==> config.mk <==
export PLATFORM = sky130hd
export DESIGN_NAME = elastic_pipeline
export DESIGN_NICKNAME = d
export VERILOG_FILES = /design/src/rtl/elastic_pipeline.sv
export SDC_FILE = /design/constraint.sdc
export NUM_CORES = 1
export LEC_CHECK = 0
export CAP_MARGIN = 0
export CORE_UTILIZATION = 35
export DETAILED_ROUTE_END_ITERATION = 10
export PLACE_DENSITY = 0.68
export SYNTH_ARGS = -nofsm -noshare
export SYNTH_HDL_FRONTEND = slang
export SYNTH_SLANG_ARGS = --single-unit
==> constraint.sdc <==
create_clock -name i_clk -period 9.1 [get_ports i_clk]
set_input_delay 0.91 -clock i_clk [delete_from_list [all_inputs] [get_ports i_clk]]
set_output_delay 0.91 -clock i_clk [all_outputs]
set_load 0.05 [all_outputs]
==> src/rtl/elastic_pipeline.sv <==
// elastic_pipeline: N-stage valid/ready register chain carrying {data, tag, halt}.
// Optional PIPE_PERF_EN adds saturating cycle and retire counters.
module elastic_pipeline #(
   parameter int DATA_SZ = 32,
   parameter int TAG_SZ = 5,
   parameter int STAGES = 5,
   localparam int CNT_SZ = $clog2(STAGES + 1)
) (
   input  logic                       i_clk,
   input  logic                       i_reset,
   input  logic                       i_enable,
   input  logic                       i_valid,
   output logic                       o_ready,
   input  logic [DATA_SZ-1:0]         i_data,
   input  logic [TAG_SZ-1:0]          i_tag,
   input  logic                       i_halt,
   input  logic [STAGES-1:0]          i_stall,
   input  logic [STAGES-1:0]          i_flush,
   output logic                       o_valid,
   input  logic                       i_ready,
   output logic [DATA_SZ-1:0]         o_data,
   output logic [TAG_SZ-1:0]          o_tag,
   output logic                       o_halt,
   output logic [STAGES-1:0]          o_stage_valid,
   output logic [STAGES*TAG_SZ-1:0]   o_stage_tag,
   output logic [CNT_SZ-1:0]          o_occupancy,
`ifdef PIPE_PERF_EN
   output logic [31:0]                o_cycle_cnt,
   output logic [31:0]                o_retire_cnt,
`endif
   output logic                       o_halted
);

   typedef struct packed {
      logic               halt;
      logic [TAG_SZ-1:0]  tag;
      logic [DATA_SZ-1:0] data;
   } entry_t;

   typedef enum logic [1:0] {
      RUN,
      DRAIN,
      HALTED
   } state_t;

   state_t            state_q;
   state_t            state_d;
   entry_t            ent_q [STAGES];
   entry_t            src   [STAGES];
   logic [STAGES-1:0] v_q;
   logic [STAGES-1:0] up_ok;
   logic [STAGES-1:0] take;
   logic [STAGES-1:0] leave;
   logic [STAGES-1:0] space;
   logic [STAGES-1:0] halt_v;
   logic              en;
   logic              run;
   logic              halted;
   logic              out_leave;
   logic              halt_flushed;

   assign en     = i_enable;
   assign run    = (state_q == RUN);
   assign halted = (state_q == HALTED);

   assign out_leave = v_q[STAGES-1] & en
                    & ~i_stall[STAGES-1]
                    & ~i_flush[STAGES-1]
                    & i_ready;

   // Upstream of stage 0 is the input port; elsewhere the previous stage.
   assign up_ok = {v_q[STAGES-2:0]
                   & ~i_stall[STAGES-2:0]
                   & ~i_flush[STAGES-2:0],
                   i_valid & run};

   // Space/take chain ripples from the output back to the input.
   always_comb begin
      logic lv;
      take  = '0;
      leave = '0;
      space = '0;
      lv    = out_leave;
      for (int k = STAGES - 1; k >= 0; k--) begin
         leave[k] = lv;
         space[k] = ~v_q[k] | lv;
         take[k]  = en & ~i_stall[k] & ~i_flush[k]
                  & space[k] & up_ok[k];
         lv       = take[k];
      end
   end

   assign o_ready = en & run & ~i_stall[0]
                  & ~i_flush[0] & space[0];

   // Load source per stage: input port for stage 0, predecessor otherwise.
   always_comb begin
      src[0] = {i_halt, i_tag, i_data};
      for (int k = 1; k < STAGES; k++) begin
         src[k] = ent_q[k-1];
      end
   end

   // Stage registers: flush wins, then load, then drain, else hold.
   always_ff @(posedge i_clk or posedge i_reset) begin
      if (i_reset) begin
         v_q <= '0;
         for (int k = 0; k < STAGES; k++) begin
            ent_q[k] <= '0;
         end
      end else if (en) begin
         for (int k = 0; k < STAGES; k++) begin
            if (i_flush[k]) begin
               v_q[k] <= 1'b0;
            end else if (take[k]) begin
               v_q[k]   <= 1'b1;
               ent_q[k] <= src[k];
            end else if (leave[k]) begin
               v_q[k] <= 1'b0;
            end
         end
      end
   end

   // Per-stage views: halt bits, exported tags and occupancy count.
   always_comb begin
      halt_v      = '0;
      o_stage_tag = '0;
      o_occupancy = '0;
      for (int k = 0; k < STAGES; k++) begin
         halt_v[k] = ent_q[k].halt;
         o_stage_tag[k*TAG_SZ +: TAG_SZ] = ent_q[k].tag;
         o_occupancy = o_occupancy + CNT_SZ'(v_q[k]);
      end
   end

   // A flushed halt marker means the halt was on a wrong path.
   assign halt_flushed = en & (|(i_flush & v_q & halt_v));

   // Halt-drain state register.
   always_ff @(posedge i_clk or posedge i_reset) begin
      if (i_reset) begin
         state_q <= RUN;
      end else begin
         state_q <= state_d;
      end
   end

   // Halt-drain next state; all moves need the global enable.
   always_comb begin
      state_d = state_q;
      if (en) begin
         unique case (state_q)
            RUN: begin
               if (take[0] & i_halt) begin
                  state_d = DRAIN;
               end
            end
            DRAIN: begin
               if (out_leave & ent_q[STAGES-1].halt) begin
                  state_d = HALTED;
               end else if (halt_flushed) begin
                  state_d = RUN;
               end
            end
            HALTED: begin
               state_d = HALTED;
            end
            default: begin
               state_d = RUN;
            end
         endcase
      end
   end

   assign o_stage_valid = v_q;
   assign o_halted      = halted;
   assign o_valid       = v_q[STAGES-1] & ~halted;
   assign o_data        = halted ? '0 : ent_q[STAGES-1].data;
   assign o_tag         = halted ? '0 : ent_q[STAGES-1].tag;
   assign o_halt        = ent_q[STAGES-1].halt & ~halted;

`ifdef PIPE_PERF_EN
   // Saturating activity and retire counters.
   always_ff @(posedge i_clk or posedge i_reset) begin
      if (i_reset) begin
         o_cycle_cnt  <= '0;
         o_retire_cnt <= '0;
      end else begin
         if (en && !halted && o_cycle_cnt != '1) begin
            o_cycle_cnt <= o_cycle_cnt + 32'd1;
         end
         if (out_leave && o_retire_cnt != '1) begin
            o_retire_cnt <= o_retire_cnt + 32'd1;
         end
      end
   end
`else
   // Counters compiled out; pipeline behaviour is unchanged.
`endif

endmodule

==> metrics.md, run 1 <==
| Metric | Value |
|---|---|
| Die Span X | 154 um |
| Worst Path Required | 8190 ps |
| Pint | 1380 uW |
| Non-Filler Instances | 935 |
| Max cap viols | 0 |
| Cells after synthesis | 538 |
| Total track usage | 14.1% |
| Post-synthesis sequential area ratio | 61.2% |
| Slew @ Worst Pin | 900 ps |
| Fin. Hold Viols | 0 |
| CP Class | in -> out |
| Final period util | 51.0% |
| ANT nets after route | 0 |
| Commonest non-fill, non-tap cell in the layout | dfrtp_1 |
| Max IR drop VDD | 0.000101 V |
| Vias in the first global route | 4888 |
| Fill count | 2028 |
| Fin nets | 694 |
| Die Height | 154 um |
| Min Tclk post-route | 4640 ps |
| Synth Area in Compound Gates | 1.48% |
| Leakage power | 0.00479 uW |
| Htree depth | 4 |
| DIE AREA | 23600 um^2 |
| Antenna violations before repair | 1 |
| Vias | 4521 |
| # Post-CTS Setup Buffers | 0 |
| Sw Share | 25.1% |
| Cell row count | 55 |
| Synthesis-stage register bit count | 197 |
| Yosys cell types | 37 |
| Post-Syn Area per Cell | 15.0 um^2 |
| Place WS | 4520 ps |
| Final WS setup | 4460 ps |
| DR iter-0 viols | 210 |
| CTS Buf Count | 17 |
| DRC violations left | 0 |
| DR pass1 iterations | 4 |
| Root Buffer | clkbuf_16 |
| Clk pwr share | 36.5% |
| PwrDens | 186 nW/um^2 |
| Flop pwr share | 52.4% |
| F_max | 215 MHz |
| Largest family of logic cells by synthesized area | multiplexers |
| Syn Nets | 594 |
| CTS hold repair buffers | 0 |
| First-pass GRT wire length | 25900 um |
| Setup TNS | 0 ps |
| Crit path DAT | 3730 ps |
| Synth Cell Area | 8050 um^2 |
| PortBufs | 126 |
| Post-CTS sizing | 0 |
| Worst hold path class | reg -> reg |
| Post-Synth Adder-Cell Area | 0.653% |
| Core box area | 22600 um^2 |
| CP endpoint kind | primary output |
| Largest net degree at the start of global routing | 131 |
| Relative slew slack | 40.0% |
| Ratio of cells with drive above 1 in the final layout | 33.9% |
| Overflow after GRT | 0 |
| Gpl congestion | 0.814 |
| Clock latency on the worst-skew pair | 420 ps |
| RSZ-0062 raised after global routing | no |
| Via/cell ratio | 4.84 |
| Worst Path Max Fanout | 9 |
| Yosys warns | 0 |
| Simple-gate share of the synthesized area | 5.60% |
| Reg clk slew, reported paths | 60 ps |
| CTS Buffer Depth | 2 |
| Xor-xnor portion of the synthesized cell area | 0% |
| Slew Limit Fails | 0 |
| Dpl hpwl | 10100 um |
| Psw | 463 uW |
| Most frequent cells in the layout | 197 x dfrtp_1, 179 x mux2_2, 126 x clkdlybuf4s50_1, 40 x and2_1, 17 x clkbuf_16 |
| Routed WL | 15600 um |
| Mux cell area share after synthesis | 26.6% |
| Final setup violating endpoints | 0 |
| CTS tree | done |
| Area Growth Syn to Fin | 23.5% |
| CTS sink cnt | 197 |
| Comb power frac | 11.1% |
| Avg WL per Cell | 16.7 um |
| Startpoint types | primary input |
| Worst Skew | 10.6 ps |
| Io pins | 127 |
| Outcome | complete, no violations |
| Initial Util | 35.7% |
| Placed cell count | 904 |
metrics by stage:
stage	hold slack, ps	instance area (um^2)	utilization [%]	total power, uW
floorplan	452	8050	-	1120
global placement	463	9420	41.7	1180
detailed placement	474	9420	41.7	1190
CTS	490	9940	44.0	1870
global route	505	9940	44.0	1930
finish	482	9940	44.0	1840
kinds of logic after synthesis:
group	count (synthesis)
compound gates	17
fa+ha+maj	3
buf+inv	58
flops	197
mux	190
simple gates	73
sequential cells by signal, summed over array words and instances, names as in the netlist:
name and count:
ent_q 165, o_stage_tag 25, o_stage_valid 5, state_q 2
cells in the mapped netlist, drive strengths merged:
cell,number,area [um^2]
a311o,1,10.0
fa,2,40.0
o21ai,5,28.8
dfrtp,197,4930
nor4,3,25.0
nor3b,1,7.51
nand2b,2,12.5
inv,7,26.3
mux2,190,2140
a311oi,1,8.76
a21o,1,7.51
nand2,4,15.0
and3,1,6.26
o31ai,1,7.51
or4,1,7.51
nor4b,1,23.8
nand3,8,40.0
nor2,6,22.5
buf,40,292
a21boi,2,18.8
ha,1,12.5
nand4b,1,8.76
or3b,1,8.76
clkbuf,11,41.3
a221o,1,10.0
o21a,1,7.51
nor3,2,10.0
a21oi,4,20.0
nand4,2,12.5
and2,40,250
metal layers:
metal,GRT usage (%),up-vias,wire [um]
met1,18.3,2331,7150
met2,23.1,129,7430
li1,-,2042,-
met5,0,-,0
met3,3.92,19,862
met4,4.19,0,192
power groups by stage:
stage / registers (uW) / logic [uW] / clock network (uW)
2_1_floorplan: 986 / 132 / 0
3_3_place_gp: 982 / 200 / 0
3_5_place_dp: 985 / 207 / 0
4_1_cts: 968 / 208 / 693
5_1_grt: 975 / 220 / 731
6_report: 967 / 204 / 673
layout make-up:
class / count / area [um^2] / area share [%]
clock inverter: 8 / 53.8 / 0.541
clock buffer: 22 / 464 / 4.67
timing repair buffer: 132 / 1310 / 13.1
sequential: 197 / 4930 / 49.6
inverter: 7 / 33.8 / 0.340
tap: 285 / 357 / 3.59
antenna: 1 / 2.50 / 0.0252
multi-input combinational: 283 / 2790 / 28.1
worst max-delay path: stages:
cell	delay (ps)
clkdlybuf4s50_1	710
nor3b_1	380
nand3_1	140
a311o_2	390
a21boi_4	180
o21a_1	170
clkdlybuf4s50_1	830
path summary, 6_finish.rpt:
| kind | start | end | slack [ps] | cells after the start |
|---|---|---|---|---|
| max | i_enable | o_ready | 4460 | 7 |
| min | ent_q[115] | ent_q[115] | 480 | 1 |
| max reg2reg | o_stage_valid[3] | ent_q[180] | 6230 | 6 |
| min reg2reg | ent_q[115] | ent_q[115] | 480 | 1 |
| max in group asynchronous | i_reset | ent_q[135] | 6600 | 3 |
| min in group asynchronous | i_reset | ent_q[181] | 1050 | 2 |
No activity file was read; power rests on OpenSTA's default activity.
==> run 2: changes to the inputs <==
==> constraint.sdc (replaced) <==
create_clock -name i_clk -period 4.8 [get_ports i_clk]
set_input_delay 0.48 -clock i_clk [delete_from_list [all_inputs] [get_ports i_clk]]
set_output_delay 0.48 -clock i_clk [all_outputs]
set_load 0.05 [all_outputs]
==> run 2 against run 1 <==
  * Critical endpoint unchanged
  * Utilization is 0.57 points higher
  * Non-clock buffer count unchanged
  * Clock power is 120% higher
  * Flip-flop and latch count unchanged
==> metrics.md, run 2 (synthesis results as in run 1) <==
| Metric | Value |
|---|---|
| Clock latency on the worst-skew pair | 430 ps (about the same) |
| Commonest non-fill, non-tap cell in the layout | dfrtp_1 |
| CTS Buf Count | 17 (unchanged) |
| Design Power | 3680 uW (+100%) |
| Leakage power | 0.00484 uW (+1.1%) |
| Relative slew slack | 31.7% (-8.3 points) |
| Sequential cell area | 4930 um^2 (unchanged) |
| Core box area | 22600 um^2 (unchanged) |
| Max cap viols | 0 (unchanged) |
| Setup TNS | 0 ps (unchanged) |
| Max reg flops | 165 (unchanged) |
| Final setup violating endpoints | 0 (unchanged) |
| Post-CTS sizing | 0 (unchanged) |
| Gpl congestion | 0.851 (+4.5%) |
| Vias in the first global route | 4917 (+0.59%) |
| Dpl hpwl | 10900 um (+7.4%) |
| Vias | 4492 (-0.64%) |
| Htree depth | 4 (unchanged) |
| CTS hold repair buffers | 0 (unchanged) |
| Buf/Inv on CP | 2 (unchanged) |
| CTS sink cnt | 197 (unchanged) |
| Cell row count | 55 (unchanged) |
| Worst hold path class | reg -> reg |
| Multi-input gate area | 2790 um^2 (unchanged) |
| Io pins | 127 (unchanged) |
| Routed WL | 16200 um (+3.4%) |
| Final period util | 79.9% |
| Crit-path cells | clkdlybuf4s50_1, nor3b_1, a21oi_1, a311o_2, a21boi_4, o21a_1, buf_4 |
| Overflow after GRT | 0 (unchanged) |
| Fin nets | 694 (unchanged) |
| Die Span X | 154 um (unchanged) |
| Ratio of cells with drive above 1 in the final layout | 34.7% (+0.82 points) |
| Via/cell ratio | 4.79 (-0.85%) |
| Root Buffer | clkbuf_16 |
| Avg WL per Cell | 17.3 um (+3.2%) |
| Fill count | 2011 (-0.84%) |
| First-pass GRT wire length | 26800 um (+3.4%) |
| Die Height | 154 um (unchanged) |
| CTS tree | done |
| ANT nets after route | 0 (unchanged) |
| Area Growth Syn to Fin | 25.1% |
| Largest Register | ent_q |
| CP top delay family | compound AO/OA/AOI/OAI gates |
| CP peak stage delay | 680 ps (-150 ps) |
| PwrDens | 366 nW/um^2 (+97%) |
| Worst Path Max Fanout | 20 (+11) |
| DR pass1 iterations | 4 (unchanged) |
| Slew @ Worst Pin | 1020 ps (+124 ps) |
| Min Tclk post-route | 3840 ps |
| DP Area | 9450 um^2 (+0.33%) |
| DR iter-0 viols | 167 (-20%) |
| Slew Limit Fails | 0 (unchanged) |
| RSZ-0062 raised after global routing | no |
| F_max | 261 MHz |
| DIE AREA | 23600 um^2 (unchanged) |
| Total track usage | 14.6% (+0.48 points) |
| Most frequent cells in the layout | 197 x dfrtp_1, 179 x mux2_2, 125 x clkdlybuf4s50_1, 40 x and2_1, 17 x clkbuf_16 |
| Worst path slowest cell | clkdlybuf4s50_1 |
| Initial Util | 35.7% (unchanged) |
| Fin. Hold Viols | 0 (unchanged) |
| Reg clk slew, reported paths | 70 ps (about the same) |
| Outcome | complete, no violations |
| Antenna violations before repair | 2 (+1) |
| Max IR drop VDD | 0.000221 V (+120%) |
| DRC violations left | 0 (unchanged) |
| CTS Buffer Depth | 2 (unchanged) |
| Startpoint types | primary input |
| Worst Skew | 7.53 ps (-3.10 ps) |
| Largest net degree at the start of global routing | 198 (+51%) |
| PortBufs | 126 (unchanged) |
| Crit path DAT | 3360 ps (-370 ps) |
| Worst Path Required | 4320 ps (-3870 ps) |
| Final Cell Area | 10100 um^2 (+1.3%) |
| # Post-CTS Setup Buffers | 0 (unchanged) |
| CP Class | in -> out |
| CP endpoint kind | primary output |
run 2: cell count changes in the layout (fill, tap and decap cells not counted), sizes merged:
cell / change
bufinv: +2
clkinvlp: +1
clkdlybuf4s50: -1
buf: +1
inv: +4
clkbuf: -5
run 2: per-layer routing:
| metal | vias up | track usage (%) | routed length [um] |
|---|---|---|---|
| met4 | 2 | 3.95 | 133 |
| met3 | 14 | 4.57 | 892 |
| li1 | 2059 | - | - |
| met5 | - | 0 | 13 |
| met1 | 2302 | 19.3 | 7620 |
| met2 | 115 | 23.2 | 7510 |
run 2: layout make-up:
cell class	count	area share [%]
sequential	197	49.0
antenna	1	0.0249
tap	285	3.54
inverter	7	0.298
multi-input combinational	283	27.7
clock inverter	15	1.89
timing repair buffer	132	13.3
clock buffer	17	4.23
run 2: worst paths after layout:
path,start,endpoint,slack [ps],depth (start not counted)
worst max-delay path,i_enable,o_ready,960,7
worst min-delay path,ent_q[159],ent_q[159],490,1
worst max register to register,o_stage_valid[3],ent_q[154],1740,6
worst min register to register,ent_q[159],ent_q[159],490,1
max in group asynchronous,i_reset,o_stage_tag[1],3350,3
min in group asynchronous,i_reset,ent_q[10],720,3
run 2: metrics by stage:
stage	hold slack (ps)	std cells	setup WS [ps]	utilization, %
after detailed placement	473	904	850	41.9
after CTS	491	936	908	44.6
final	488	937	963	44.6
after global placement	463	904	960	41.9
after global routing	501	936	818	44.6
after floorplan	452	538	1770	-
run 2: power breakdown:
part | switching, uW | internal, uW | leakage [uW]
Combinational | 215 | 174 | 0.00182
Sequential | 76.8 | 1760 | 0.00271
Clock | 663 | 794 | 0.000301
==> run 3: changes to the inputs <==
--- a/config.mk
+++ b/config.mk
@@ -8,7 +8,7 @@
 export CAP_MARGIN = 0
 export CORE_UTILIZATION = 35
 export DETAILED_ROUTE_END_ITERATION = 10
-export PLACE_DENSITY = 0.68
+export PLACE_DENSITY = 0.7
 export SYNTH_ARGS = -nofsm -noshare
 export SYNTH_HDL_FRONTEND = slang
 export SYNTH_SLANG_ARGS = --single-unit
==> constraint.sdc (replaced) <==
create_clock -name i_clk -period 3.1 [get_ports i_clk]
set_input_delay 0.31 -clock i_clk [delete_from_list [all_inputs] [get_ports i_clk]]
set_output_delay 0.31 -clock i_clk [all_outputs]
set_load 0.05 [all_outputs]
==> run 3 against run 2 <==
  * Clock power increased by 50%
  * Critical path type is now reg -> out
  * Sequential power increased by 54%
  * Utilization up 0.33 points
  * Die area unchanged
  * Largest cell class unchanged
  * Sequential share of layout area decreased by 0.36 points
  * Final area grew 0.73%
  * Routed wire length grew 1.6%
  * Critical endpoint is now o_data[17]
  * Clock skew grew 3.3 ps
  * Flip-flop and latch count did not move
==> metrics.md, run 3 (synthesis results as in run 1) <==
| Metric | Value |
|---|---|
| Outcome | complete, no violations |
| Crit path DAT | 2530 ps (-830 ps) |
| DRC violations left | 0 (unchanged) |
| CTS tree | done |
| Gpl congestion | 0.874 (+2.6%) |
| Min Tclk post-route | 2840 ps |
| Worst Skew | 10.9 ps (+3.34 ps) |
| CP Class | reg -> out |
| Overflow after GRT | 0 (unchanged) |
| Commonest non-fill, non-tap cell in the layout | dfrtp_1 |
| Area Growth Syn to Fin | 26.0% |
| Max reg flops | 165 (unchanged) |
| # Post-CTS Setup Buffers | 0 (unchanged) |
| Die Height | 154 um (unchanged) |
| Antenna violations before repair | 2 (unchanged) |
| Avg WL per Cell | 17.3 um (+0.54%) |
| Max IR drop VDD | 0.000342 V (+55%) |
| Root Buffer | clkbuf_16 |
| DIE AREA | 23600 um^2 (unchanged) |
| Via/cell ratio | 4.84 (+1.1%) |
| Crit-path cells | nand2b_2, buf_4, and2_1, clkdlybuf4s50_1 |
| Core box area | 22600 um^2 (unchanged) |
| CP peak stage delay | 800 ps (+120 ps) |
| F_max | 352 MHz |
| First-pass GRT wire length | 27100 um (+1.2%) |
| PortBufs | 126 (unchanged) |
| Fin nets | 704 (+1.4%) |
| CP endpoint kind | primary output |
| Final period util | 91.8% |
| Htree depth | 4 (unchanged) |
| DR iter-0 viols | 163 (-2.4%) |
| Io pins | 127 (unchanged) |
| CTS Buf Count | 17 (unchanged) |
| Vias in the first global route | 5047 (+2.6%) |
| Fin Hold WS | 415 ps (-73.3 ps) |
| ANT nets after route | 0 (unchanged) |
| CTS sink cnt | 197 (unchanged) |
| Slew Limit Fails | 0 (unchanged) |
| Largest Register | ent_q |
| Relative slew slack | 41.4% (+9.7 points) |
| Initial Util | 35.7% (unchanged) |
| Max cap viols | 0 (unchanged) |
| Dpl hpwl | 11400 um (+4.7%) |
| Worst Path Required | 2790 ps (-1530 ps) |
| Worst path slowest cell | clkdlybuf4s50_1 |
| Total track usage | 14.9% (+0.29 points) |
| Routed WL | 16400 um (+1.6%) |
| Leakage power | 0.00491 uW (+1.5%) |
| Die Span X | 154 um (unchanged) |
| Most frequent cells in the layout | 197 x dfrtp_1, 179 x mux2_2, 121 x clkdlybuf4s50_1, 40 x and2_1, 17 x clkbuf_16 |
| RSZ-0062 raised after global routing | no |
| Ratio of cells with drive above 1 in the final layout | 35.4% (+0.69 points) |
| Cell row count | 55 (unchanged) |
| Reg clk slew, reported paths | 70 ps (about the same) |
| Worst hold path class | in -> async |
| Post-CTS sizing | 0 (unchanged) |
| PwrDens | 558 nW/um^2 (+53%) |
| Final setup violating endpoints | 0 (unchanged) |
| CTS hold repair buffers | 0 (unchanged) |
| Startpoint types | flop |
| Clock latency on the worst-skew pair | 420 ps (about the same) |
| Slew @ Worst Pin | 877 ps (-148 ps) |
| Vias | 4588 (+2.1%) |
| CTS Buffer Depth | 2 (unchanged) |
| DR pass1 iterations | 4 (unchanged) |
| Fin. Hold Viols | 0 (unchanged) |
| Worst Path Max Fanout | 17 (-15%) |
| Largest net degree at the start of global routing | 53 (-73%) |
| Setup TNS | 0 ps (unchanged) |
==> run 3: cell types whose count changed in the layout (fill, tap and decap cells not counted) <==
cell,before,now
clkinv_8,2,0
clkbuf_1,0,4
inv_8,4,0
clkinvlp_4,2,4
clkinv_4,2,1
buf_4,4,14
dlymetal6s2s_1,0,2
buf_12,3,5
bufinv_16,2,3
clkdlybuf4s50_1,125,121
==> run 3: metrics by stage <==
step	instance area [um^2]	setup WS, ps	power, uW	instances	util [%]
after floorplan	8050	244	3280	538	-
after global placement	9540	328	3490	914	42.3
after detailed placement	9540	215	3530	914	42.3
after CTS	10100	63.2	5730	946	44.9
after global routing	10100	134	5900	946	44.9
final	10100	255	5660	947	44.9
==> run 3: final timing paths <==
kind | cells after the start | start | end | slack [ps]
min reg2reg | 1 | ent_q[155] | ent_q[155] | 480
max reg2reg | 5 | o_stage_valid[3] | ent_q[128] | 830
max in group asynchronous | 3 | i_reset | ent_q[104] | 1950
max | 4 | state_q[0] | o_data[17] | 260
min in group i_clk | 1 | ent_q[155] | ent_q[155] | 480
min | 2 | i_reset | ent_q[11] | 410
==> run 3: critical path, delay by kind of cell, from the launching register on <==
family | cells | cell delay (ps)
buffers and inverters | 2 | 1070
flip-flops | 1 | 480
AND/OR/NAND/NOR | 2 | 550
==> run 3: area by class of cell <==
cell class | count | area (um^2)
fillers | 1967 | 12400
flip-flops and latches | 197 | 4930
clock inverters | 11 | 149
inverters | 7 | 30.0
clock buffers | 21 | 440
repair buffers | 142 | 1440
well taps | 285 | 357
multi-input cells | 283 | 2790
diodes | 1 | 2.50
==> run 3: routing by layer <==
layer / vias up / track usage, % / share of wire [%] / wire length [um]
met3: 15 / 4.20 / 6.0 / 987
met1: 2374 / 19.4 / 45 / 7360
li1: 2067 / - / - / -
met4: 2 / 4.52 / 1.3 / 212
met2: 130 / 24.2 / 48 / 7860
met5: - / 0 / 0.067 / 11
==> run 3: where the power goes <==
part           switching (uW)  internal [uW]  total, uW
logic                     358            282        639
registers                 101           2730       2830
clock network             917           1270       2190
